### src/rtl/daq_event_builder.sv
// daq_event_builder: packs tlast-delimited 32-bit AXI-Stream packets into 64-bit DAQ events
// framed by a header carrying the event number and a trailer carrying the event word count.
module daq_event_builder #(
  parameter logic [11:0] SOURCE_ID = 12'h000
) (
  input  logic        clk,
  input  logic        reset,
  input  logic        enable,
  input  logic [31:0] s_axis_tdata,
  input  logic        s_axis_tvalid,
  input  logic        s_axis_tlast,
  output logic        s_axis_tready,
  output logic        daq_valid,
  output logic        daq_header,
  output logic        daq_trailer,
  output logic [63:0] daq_data,
  input  logic        daq_ready,
  input  logic        daq_almost_full,
  output logic [23:0] event_count,
  output logic        busy
);
  typedef enum logic [2:0] {IDLE, HEADER, WORD0, WORD1, TRAILER} state_t;
  state_t      state_q, state_d;
  logic [31:0] hi_q, hi_d;
  logic [23:0] evn_q, evn_d, wc_q, wc_d, ecnt_q, ecnt_d, wc_inc;
  logic        valid_q, valid_d, hdr_q, hdr_d, trl_q, trl_d, acc;
  logic [63:0] data_q, data_d;
  assign s_axis_tready = (state_q == WORD0 || state_q == WORD1) && !daq_almost_full;
  assign acc           = s_axis_tvalid && s_axis_tready;
  assign wc_inc        = (&wc_q) ? wc_q : wc_q + 24'd1;
  assign busy          = state_q != IDLE;
  assign daq_valid     = valid_q;
  assign daq_header    = hdr_q;
  assign daq_trailer   = trl_q;
  assign daq_data      = data_q;
  assign event_count   = ecnt_q;
  always_comb begin
    state_d = state_q;
    hi_d    = hi_q;
    evn_d   = evn_q;
    wc_d    = wc_q;
    ecnt_d  = ecnt_q;
    valid_d = 1'b0;
    hdr_d   = 1'b0;
    trl_d   = 1'b0;
    data_d  = data_q;
    case (state_q)
      IDLE: begin
        wc_d = '0;
        if (enable && s_axis_tvalid && daq_ready && !daq_almost_full) state_d = HEADER;
      end
      HEADER: if (!daq_almost_full) begin
        valid_d = 1'b1;
        hdr_d   = 1'b1;
        data_d  = {4'h5, 4'h0, evn_q, 12'h0, SOURCE_ID, 8'h0};
        wc_d    = wc_inc;
        state_d = WORD0;
      end
      WORD0: if (acc) begin
        hi_d = s_axis_tdata;
        if (s_axis_tlast) begin
          valid_d = 1'b1;
          data_d  = {s_axis_tdata, 32'h0};
          wc_d    = wc_inc;
          state_d = TRAILER;
        end else begin
          state_d = WORD1;
        end
      end
      WORD1: if (acc) begin
        valid_d = 1'b1;
        data_d  = {hi_q, s_axis_tdata};
        wc_d    = wc_inc;
        state_d = s_axis_tlast ? TRAILER : WORD0;
      end
      TRAILER: if (!daq_almost_full) begin
        valid_d = 1'b1;
        trl_d   = 1'b1;
        data_d  = {4'hA, 4'h0, wc_inc, 32'h0};
        ecnt_d  = ecnt_q + 24'd1;
        evn_d   = (&evn_q) ? 24'd1 : evn_q + 24'd1;
        state_d = IDLE;
      end
      default: state_d = IDLE;
    endcase
  end
  always_ff @(posedge clk or posedge reset) begin
    if (reset) begin
      state_q <= IDLE;
      hi_q    <= '0;
      evn_q   <= 24'd1;
      wc_q    <= '0;
      ecnt_q  <= '0;
      valid_q <= 1'b0;
      hdr_q   <= 1'b0;
      trl_q   <= 1'b0;
      data_q  <= '0;
    end else begin
      state_q <= state_d;
      hi_q    <= hi_d;
      evn_q   <= evn_d;
      wc_q    <= wc_d;
      ecnt_q  <= ecnt_d;
      valid_q <= valid_d;
      hdr_q   <= hdr_d;
      trl_q   <= trl_d;
      data_q  <= data_d;
    end
  end
endmodule
### config.mk
export PLATFORM = sky130hd
export DESIGN_NAME = daq_event_builder
export DESIGN_NICKNAME = d
export VERILOG_FILES = /design/src/rtl/daq_event_builder.sv
export SDC_FILE = /design/constraint.sdc
export NUM_CORES = 1
export LEC_CHECK = 0
export BUFFER_PORTS_ARGS = -buffer_cell sky130_fd_sc_hd__buf_2
export CORE_MARGIN = 2
export CORE_UTILIZATION = 30
export CTS_CLUSTER_DIAMETER = 150
export CTS_CLUSTER_SIZE = 20
export DETAILED_ROUTE_END_ITERATION = 8
export GPL_ROUTABILITY_DRIVEN = 0
export PLACE_DENSITY = 0.44
export SLEW_MARGIN = 0
export SYNTH_ARGS = -nofsm -noshare
export SYNTH_HDL_FRONTEND = slang
export SYNTH_SLANG_ARGS = --single-unit
### constraint.sdc
create_clock -name clk -period 6.9 [get_ports clk]
set_input_delay 1.035 -clock clk [delete_from_list [all_inputs] [get_ports clk]]
set_output_delay 1.035 -clock clk [all_outputs]
set_load 0.005 [all_outputs]
==> results.ini <==
[sta]
fin_tns_setup_ps=0
fin_worst_skew_ps=14.0
holdWs_ps=467
tightestPinTransition_ps=928
setup_violations=0
period_share=0.538
hold_viol=0
fin_crit_ps=3710
drv_slew=0
max_freq_ghz=0.269
max-slew-margin-rel=0.381
rsz0062_at_grt=no

[clocking]
clkTransAtPathRegs_ps=80
cts_buffers=17
clkLatencyLatePin_ps=430
cts_tree=yes
cts_hold_buffers=0
clock-sinks=174
cts-root-buf=clkbuf_16
post_cts_buffers=0
clockBufferDepth=2
cts_resized=0
h-tree-depth=4

[final_layout]
multi_input_area_um2=4000
layout-drive-gt1-share=0.238
final_util=0.358
nNetsFinal=1034
antenna_cells=0
area_growth_pct=18.3
finalInstanceArea_um2=10200
seq_area_um2=4360
fill_cells=3018

[critical_path]
rr_startpoint=state_q[1]
cp-end-kind=register
crit_fanout=33
cp_slowest_cell=dfrtp_1
arrival_ps=4040
required_ps=7220
start_kind=register
reg2reg_slack_ps=3190
crit_chain=buf_4 -> nor2_4 -> nand3b_4 -> inv_1 -> nand4_1 -> nor4_1 -> nand2_1 -> xnor2_1
critical_path_class=register to register
timing.rr.end=event_count[22]
crit_path_max_incr_delay_ps=620
ff2ff_path_depth=8

[placement]
dpl-instance-area_um2=9640
post-dp-hpwl_um=17400
io_buffers=131

[job]
max_cap_viol_count=0

[routing]
postRouteAntennaNets=0
vias=6809
detail_route.wl_per_cell_um=17.9
drtIter0Drc=533
via_per_inst=4.90
drc=0
drtPass1Iterations=4
wl_um=24800

[grt]
grt_pass1_vias=6564
grt_start_max_net_pins=89
antenna_found_initial=0
grt_pass1_wl_um=39600
grt_usage=0.168
grt_overflow=0

[power]
power_mw=3.31
p_comb_frac=0.297
vdd.ir_drop.worst_mv=0.181
p_seq_frac=0.416
leakage_nw=4.65
clock_power_share=0.287
power_switching_mw=1.20
switching_share=0.363
p_per_area_nw_per_um2=324
p_int_mw=2.11

[synth]
synth_top_area_frac=0.502
ys_warn_count=0
yosys-top-cells-count=dfrtp_1, nand2_1, o21ai_0
synth_edf_count=0
synthesis.area_um2=8630
synth-main-ff-cell=dfrtp_1
synth-seq-cells=174
synth_adder_area_share=0.00435
syn_nets=929
yosysMostFrequentCell=dfrtp_1
synth_compound_area_frac=0.144
synth_mux_area_frac=0.0829
synth-simple-area-share=0.167
seq_area_frac_synth=0.505
synthXorXnorAreaFrac=0.0639
ys_types=55
synth.area.top_cells=dfrtp_1, nand2_1, mux2_2, o21ai_0, xnor2_1
synth_top_cell_by_area=dfrtp_1
synth_top_family_by_area=simple AND/OR/NAND/NOR gates
synthArstFlopShare=1.00
synth_area_per_cell_um2=9.73
postSynthCellCount=887

[floorplan]
die_h_um=174
dieWidth_um=174
die_area_um2=30100
std_cell_rows=62
initial_core_util=0.302
io-pin-count=132
core_area_um2=28500

[outcome]
status=finished, final reports clean

[min_path]
whs_path_depth=1
worstHoldStart=event_count[23]
min_path_type=register to register
hold-path-endpoint=event_count[23]

-- sequential cells by signal, indices dropped and copies added (netlist names) --
name	flops
daq_data	64
hi_q	32
event_count	24
evn_q	24
wc_q	24
state_q	3
daq_header	1
daq_trailer	1
daq_valid	1
-- cell usage in the layout (no fill, tap or decap), drive strengths merged, types with 4 or more instances in the layout --
cell	netlist	final
o221ai	6	6
clkinv	1	6
a211oi	10	10
nor2	51	51
a221oi	4	4
xor2	25	25
inv	14	23
a21oi	31	31
nand3	44	44
mux2i	22	22
o21ai	93	93
o31ai	13	13
clkbuf	37	17
a221o	8	8
and4	5	5
mux2	44	44
o22ai	11	11
and3	7	7
buf	20	143
nand4	15	15
nand2	155	155
xnor2	38	38
nor3	8	8
or2	4	4
nor4	7	7
dfrtp	173	173
-- metrics by stage --
step,instances,worst slack (ps)
finish,1389,3190
global route,1389,2710
CTS,1389,3150
detailed placement,1357,3150
global placement,1357,3180
floorplan,887,1150
-- worst max-delay path, delay by kind of cell (launching register included) --
kind,cells,cell delay (ps)
XOR/XNOR,1,150
AND/OR/NAND/NOR,5,1960
flip-flops,1,620
buffers and inverters,2,870
-- cell type report --
| cell class | instances | area share |
|---|---|---|
| inverter | 15 | 0.00601 |
| tap | 384 | 0.0471 |
| timing repair buffer | 143 | 0.0731 |
| sequential | 174 | 0.427 |
| clock inverter | 15 | 0.0137 |
| clock buffer | 17 | 0.0417 |
| multi-input combinational | 641 | 0.392 |
-- power by group through the flow --
stage | Combinational [mW] | Sequential (mW) | Clock (mW)
3_5_place_dp | 0.999 | 1.40 | 0
2_1_floorplan | 0.646 | 1.35 | 0
5_1_grt | 1.10 | 1.41 | 1.02
4_1_cts | 1.00 | 1.38 | 0.979
6_report | 0.984 | 1.38 | 0.950
3_3_place_gp | 1.00 | 1.39 | 0
-- layer usage --
metal / vias up / track usage / share of wire
li1: 3337 / - / -
met2: 150 / 0.253 / 0.45
met4: 0 / 0.0487 / 0.014
met1: 3301 / 0.247 / 0.50
met5: - / 0 / 0
met3: 21 / 0.0285 / 0.040
-- kinds of logic (layout without fill, tap and decap cells) --
group           Yosys count  after routing
compound gates          198            198
fa+ha+maj                 3              3
buf+inv                  72            190
xor+xnor                 63             63
simple gates            311            311
mux                      66             66
flops                   174            174
-- how the worst max path moves through the flow --
stage          startpoint              end  slack (ps)  depth (start not counted)
2_1_floorplan       reset      daq_data[0]        1150                          1
3_3_place_gp   state_q[1]  event_count[20]        3180                          8
3_5_place_dp   state_q[1]  event_count[22]        3150                          8
4_1_cts        state_q[1]  event_count[22]        3150                          8
5_1_grt        state_q[1]  event_count[20]        2710                          8
6_report       state_q[1]  event_count[22]        3190                          8
Power figures use the tool's default switching activity.
